===== config.mk =====
export PLATFORM = sky130hd
export DESIGN_NAME = ftrace_event_buffer
export DESIGN_NICKNAME = d
export VERILOG_FILES = /design/src/rtl/ftrace_event_buffer.sv
export SDC_FILE = /design/constraint.sdc
export NUM_CORES = 1
export LEC_CHECK = 0
export ABC_AREA = 0
export CAP_MARGIN = 20
export CORE_ASPECT_RATIO = 1.25
export CORE_MARGIN = 1
export CORE_UTILIZATION = 54
export CTS_CLUSTER_DIAMETER = 100
export DETAILED_ROUTE_END_ITERATION = 6
export DONT_BUFFER_PORTS = 1
export HOLD_SLACK_MARGIN = 0.15
export PLACE_DENSITY_LB_ADDON = 0.1
export SYNTH_ARGS = -nofsm -noshare
export SYNTH_HDL_FRONTEND = slang
export SYNTH_SLANG_ARGS = --single-unit

===== constraint.sdc =====
create_clock -name clk -period 9.45 [get_ports clk]
set_input_delay 2.3625 -clock clk [delete_from_list [all_inputs] [get_ports clk]]
set_output_delay 2.3625 -clock clk [all_outputs]
set_load 0.05 [all_outputs]

===== src/rtl/ftrace_event_buffer.sv =====
// rtl/ftrace_event_buffer.sv - commit-stream call/return/tail classifier feeding a circular trace buffer
module ftrace_event_buffer #(
    parameter int DEPTH = 16,
    parameter int DW    = 8
) (
    input  logic          clk,
    input  logic          rst,
    input  logic          commit_valid,
    input  logic [31:0]   commit_pc,
    input  logic [31:0]   commit_inst,
    input  logic [31:0]   commit_dnpc,
    input  logic          flush,
    output logic          ev_valid,
    input  logic          ev_ready,
    output logic [1:0]    ev_type,
    output logic [31:0]   ev_pc,
    output logic [31:0]   ev_target,
    output logic [DW-1:0] ev_depth,
    output logic          buf_full,
    output logic [15:0]   drop_cnt
);

    localparam int AW = (DEPTH > 1) ? $clog2(DEPTH) : 1;

    localparam logic [1:0] EV_NONE = 2'b00;
    localparam logic [1:0] EV_CALL = 2'b01;
    localparam logic [1:0] EV_RET  = 2'b10;
    localparam logic [1:0] EV_TAIL = 2'b11;

    logic [6:0]    opcode;
    logic [4:0]    rd;
    logic [2:0]    funct3;
    logic          is_jal;
    logic          is_jalr;
    logic          is_ret_inst;
    logic          ev_call;
    logic          ev_ret;
    logic          ev_tail;
    logic          ev_any;
    logic [1:0]    ev_code;

    logic [DW-1:0] depth;
    logic [DW-1:0] depth_next;
    logic [DW-1:0] depth_dec;
    logic [DW-1:0] stamp;

    logic [AW:0]   wr_ptr;
    logic [AW:0]   rd_ptr;
    logic [AW-1:0] wr_idx;
    logic [AW-1:0] rd_idx;
    logic          empty;
    logic          full;
    logic          pop;
    logic          push;
    logic          drop;

    logic [1:0]    mem_type   [DEPTH];
    logic [31:0]   mem_pc     [DEPTH];
    logic [31:0]   mem_target [DEPTH];
    logic [DW-1:0] mem_depth  [DEPTH];

    assign opcode      = commit_inst[6:0];
    assign rd          = commit_inst[11:7];
    assign funct3      = commit_inst[14:12];
    assign is_jal      = (opcode == 7'b1101111);
    assign is_jalr     = (opcode == 7'b1100111) && (funct3 == 3'b000);
    assign is_ret_inst = (commit_inst == 32'h0000_8067);

    assign ev_call = commit_valid && (is_jal || is_jalr) && (rd == 5'd1);
    assign ev_ret  = commit_valid && is_ret_inst;
    assign ev_tail = commit_valid && is_jalr && (rd == 5'd0)
                     && (commit_inst[31:20] == 12'd0) && !is_ret_inst;
    assign ev_any  = ev_call || ev_ret || ev_tail;

    always_comb begin
        ev_code = EV_NONE;
        if (ev_call)      ev_code = EV_CALL;
        else if (ev_ret)  ev_code = EV_RET;
        else if (ev_tail) ev_code = EV_TAIL;
    end

    assign depth_dec = (depth == '0) ? depth : depth - 1'b1;

    always_comb begin
        depth_next = depth;
        if (ev_call && (depth != '1)) depth_next = depth + 1'b1;
        else if (ev_ret)              depth_next = depth_dec;
    end

    // Returns carry the post-decrement depth so they match their call's stamp.
    assign stamp = ev_ret ? depth_dec : depth;

    assign wr_idx = wr_ptr[AW-1:0];
    assign rd_idx = rd_ptr[AW-1:0];
    assign empty  = (wr_ptr == rd_ptr);
    assign full   = (wr_ptr[AW] != rd_ptr[AW]) && (wr_idx == rd_idx);

    assign pop  = !empty && ev_ready;
    assign push = ev_any && (!full || pop);
    assign drop = ev_any && full && !pop;

    assign ev_valid  = !empty;
    assign ev_type   = empty ? EV_NONE : mem_type[rd_idx];
    assign ev_pc     = empty ? 32'd0   : mem_pc[rd_idx];
    assign ev_target = empty ? 32'd0   : mem_target[rd_idx];
    assign ev_depth  = empty ? '0      : mem_depth[rd_idx];
    assign buf_full  = full;

    always_ff @(posedge clk) begin
        if (rst) begin
            wr_ptr   <= '0;
            rd_ptr   <= '0;
            depth    <= '0;
            drop_cnt <= 16'd0;
        end else begin
            depth <= depth_next;
            if (flush) begin
                wr_ptr <= '0;
                rd_ptr <= '0;
            end else begin
                if (push) wr_ptr <= wr_ptr + 1'b1;
                if (pop)  rd_ptr <= rd_ptr + 1'b1;
                if (drop && (drop_cnt != 16'hFFFF)) drop_cnt <= drop_cnt + 16'd1;
            end
        end
    end

    // Storage carries no reset; only entries between the pointers are ever visible.
    always_ff @(posedge clk) begin
        if (!rst && !flush && push) begin
            mem_type[wr_idx]   <= ev_code;
            mem_pc[wr_idx]     <= commit_pc;
            mem_target[wr_idx] <= commit_dnpc;
            mem_depth[wr_idx]  <= stamp;
        end
    end

endmodule


==> flow_summary.json <==
{
  "synth-adder-area-share_pct": 0.237,
  "grt_pass1_wl_um": 151000,
  "clock-root-buffer": "clkbuf_16",
  "cts_buffers": 113,
  "synth_compound_area_share_pct": 0.833,
  "syn-num-nets": 2184,
  "dpl.hpwl_um": 53100,
  "max_freq_ghz": 0.154,
  "fillers": 5997,
  "clk_pin_slew_ns": 0.06,
  "fp.dieH_um": 334,
  "coreArea_sq_mm": 0.0871,
  "synth_seq_area_share_pct": 76.5,
  "cts_tree": "built",
  "avgSynthCellArea_sq_um": 22.9,
  "drv_cap": 0,
  "min_period_over_period_pct": 68.7,
  "async_flop_share_pct": 0,
  "irDropWorstVdd_mv": 0.148,
  "start_util_pct": 54.5,
  "holdWs_ns": 0.543,
  "dp_slack_ns": 3.42,
  "drt_iter0_drc": 1905,
  "setup_tns_ns": 0,
  "synth_top_area_cell": "edfxtp_1",
  "row_count": 121,
  "antenna_found_initial": 2,
  "cpPeakStageDelay_ns": 0.95,
  "synth.area.top_cells": "edfxtp_1 (75%), mux4_2 (18%), dfxtp_1 (1.6%)",
  "path_class": "flop to primary output",
  "layout_setup_ws_ns": 2.96,
  "clk_path_buf_depth": 3,
  "skew_ns": 0.0328,
  "crit_chain": "xnor2_1, nand4_1, nor2_4, buf_4, nor2b_1, buf_4",
  "htreeDepth": 3,
  "synth_top_family_by_area": "multiplexers",
  "yosys_most_used_dff": "edfxtp_1",
  "routedWlPerCell_um": 30.0,
  "critical_path_required_ns": 7.09,
  "area_delta_synth_final_pct": 11.0,
  "tightestPinTransition_ns": 1.15,
  "synthXorXnorAreaFrac_pct": 0.293,
  "critPathMostFrequentCell": "buf_4",
  "drive_gt1_share_pct": 28.3,
  "synth_edf_count": 1184,
  "netlist.area_leader.share_pct": 74.9,
  "outcome": "finished, final reports clean",
  "grt_max_degree": 155,
  "yosys-top-cells-count": "edfxtp_1 (1,184), mux4_2 (370), nor2b_1 (80)",
  "drt_first_pass_iters": 7,
  "placed_cell_area_sq_mm": 0.0490,
  "drc": 0,
  "setup_violations": 0,
  "post_cts_resized": 0,
  "vias_per_cell": 6.33,
  "gp_congestion": 0.844,
  "dieArea_sq_mm": 0.0891,
  "p_per_area_mw_per_mm2": 197,
  "clk_latency_ns": 0.68,
  "hp-class": "flop to flop",
  "cp_slowest_cell": "nor2_4",
  "grtUsageTotal_pct": 23.5,
  "yosys.area_share.simple_pct": 3.26,
  "die_w_um": 267,
  "synth-seq-cells": 1222,
  "hold_violations": 0,
  "placed_cells": 3177,
  "cts_setup_buffers": 0,
  "synth_cells": 2074,
  "synthMuxAreaShare_pct": 17.8,
  "yosys_warnings": 0,
  "wl_um": 102000,
  "power.leakage_uw": 0.0156,
  "period_needed_ns": 6.49,
  "crit_fanout": 45,
  "numPortBuffers": 0,
  "cts.sinks": 1222,
  "grt.overflow.total": 0,
  "grt_pass1_vias": 22914,
  "ys_types": 62,
  "ant_nets": 0,
  "slew_headroom_pct": 23.3,
  "ctsHoldBuffers": 0,
  "drv_slew": 0,
  "syn-cell-area_sq_mm": 0.0475,
  "rsz0062_at_grt": "false",
  "crit_path_end_kind": "primary output",
  "fin_area_sq_mm": 0.0527,
  "io_pins": 193,
  "layout.nets": 2240,
  "instances_no_fill": 3392,
  "vias": 21471,
  "arrival_ns": 4.13,
  "yosys.cell_count.top_type": "edfxtp_1",
  "start_kind": "flop"
}
==> cell type report <==
type                            count  area, sq um  share of cell area [%]
Sequential cell                  1222        36300                    68.9
Multi-Input combinational cell    728        10800                    20.5
Clock buffer                      143         3040                    5.78
Tap cell                         1168         1460                    2.77
Clock inverter                     65          559                    1.06
Timing Repair Buffer               52          472                   0.895
Inverter                           13         48.8                  0.0926
Antenna cell                        1         2.50                 0.00475
==> flip-flops by register name (all words and copies together) (netlist names), named ones only <==
name        flops
mem_pc        512
mem_target    512
mem_depth     128
mem_type       32
drop_cnt       16
depth           8
rd_ptr          5
wr_ptr          5
==> stage by stage <==
stage          total power [uW]  util, %
3_3_place_gp               6060     56.3
5_1_grt                   10600     60.5
3_5_place_dp               6060     56.3
6_report                  10400     60.5
2_1_floorplan              6060        -
4_1_cts                   10500     60.5
==> worst max-delay path, delay by kind of cell, from the launching register on <==
family / cells / cell delay (ns)
simple gates: 3 / 1.59
xor+xnor: 1 / 0.19
flops: 1 / 0.62
buf+inv: 2 / 0.91
==> path summary, 6_finish.rpt <==
path                   endpoint  cells after the start  slack [ns]       from
max                    ev_pc[5]                      6        2.96  wr_ptr[2]
min                   wr_ptr[4]                      2        0.54  wr_ptr[4]
max reg2reg  mem_target[10][17]                      7        5.34  wr_ptr[2]
min reg2reg           wr_ptr[4]                      2        0.54  wr_ptr[4]
==> report_power, final <==
part / internal (uW) / switching, uW / leakage [uW] / total (uW)
combinational: 7.94 / 15.0 / 0.00283 / 23.0
sequential: 5930 / 0.761 / 0.0110 / 5930
clock: 2520 / 1900 / 0.00176 / 4420
total: 8450 / 1920 / 0.0156 / 10400
==> routing by layer <==
metal  up-vias  track usage, %  wire length [um]  share of wire, %
met4         2            5.82              1730               1.7
li1       8949               -                 -                 -
met5         -               0                10            0.0098
met3       130            4.01              6150               6.0
met2       687            40.0             52800                52
met1     11703            31.8             40900                40
==> cell families after synthesis <==
kind of cell	after synthesis
AO/OA/AOI/OAI	59
buffers and inverters	124
XOR/XNOR	15
AND/OR/NAND/NOR	263
adder cells (fa/ha/maj)	9
multiplexers	382
flip-flops	1222
==> placed cells by master, fill, tap and decap left out, drive strengths merged, types with 3 or more instances in the layout <==
| cell | instances |
|---|---|
| nor2 | 43 |
| clkinv | 50 |
| o31ai | 10 |
| mux4 | 370 |
| nand2 | 24 |
| clkbuf | 143 |
| ha | 9 |
| nand4 | 19 |
| a31oi | 4 |
| xor2 | 7 |
| clkinvlp | 4 |
| nor3 | 15 |
| nand2b | 4 |
| nand3 | 23 |
| or4b | 4 |
| inv | 15 |
| bufinv | 9 |
| o2111ai | 3 |
| nor4 | 14 |
| or3 | 4 |
| o21ai | 8 |
| xnor2 | 8 |
| mux2 | 9 |
| a21oi | 17 |
| and2 | 3 |
| buf | 52 |
| mux2i | 3 |
| edfxtp | 1184 |
| and3 | 9 |
| dfxtp | 38 |
| or4 | 11 |
| nor2b | 80 |
| nor4b | 3 |
Note: power is estimated with default switching activity, not from simulation.
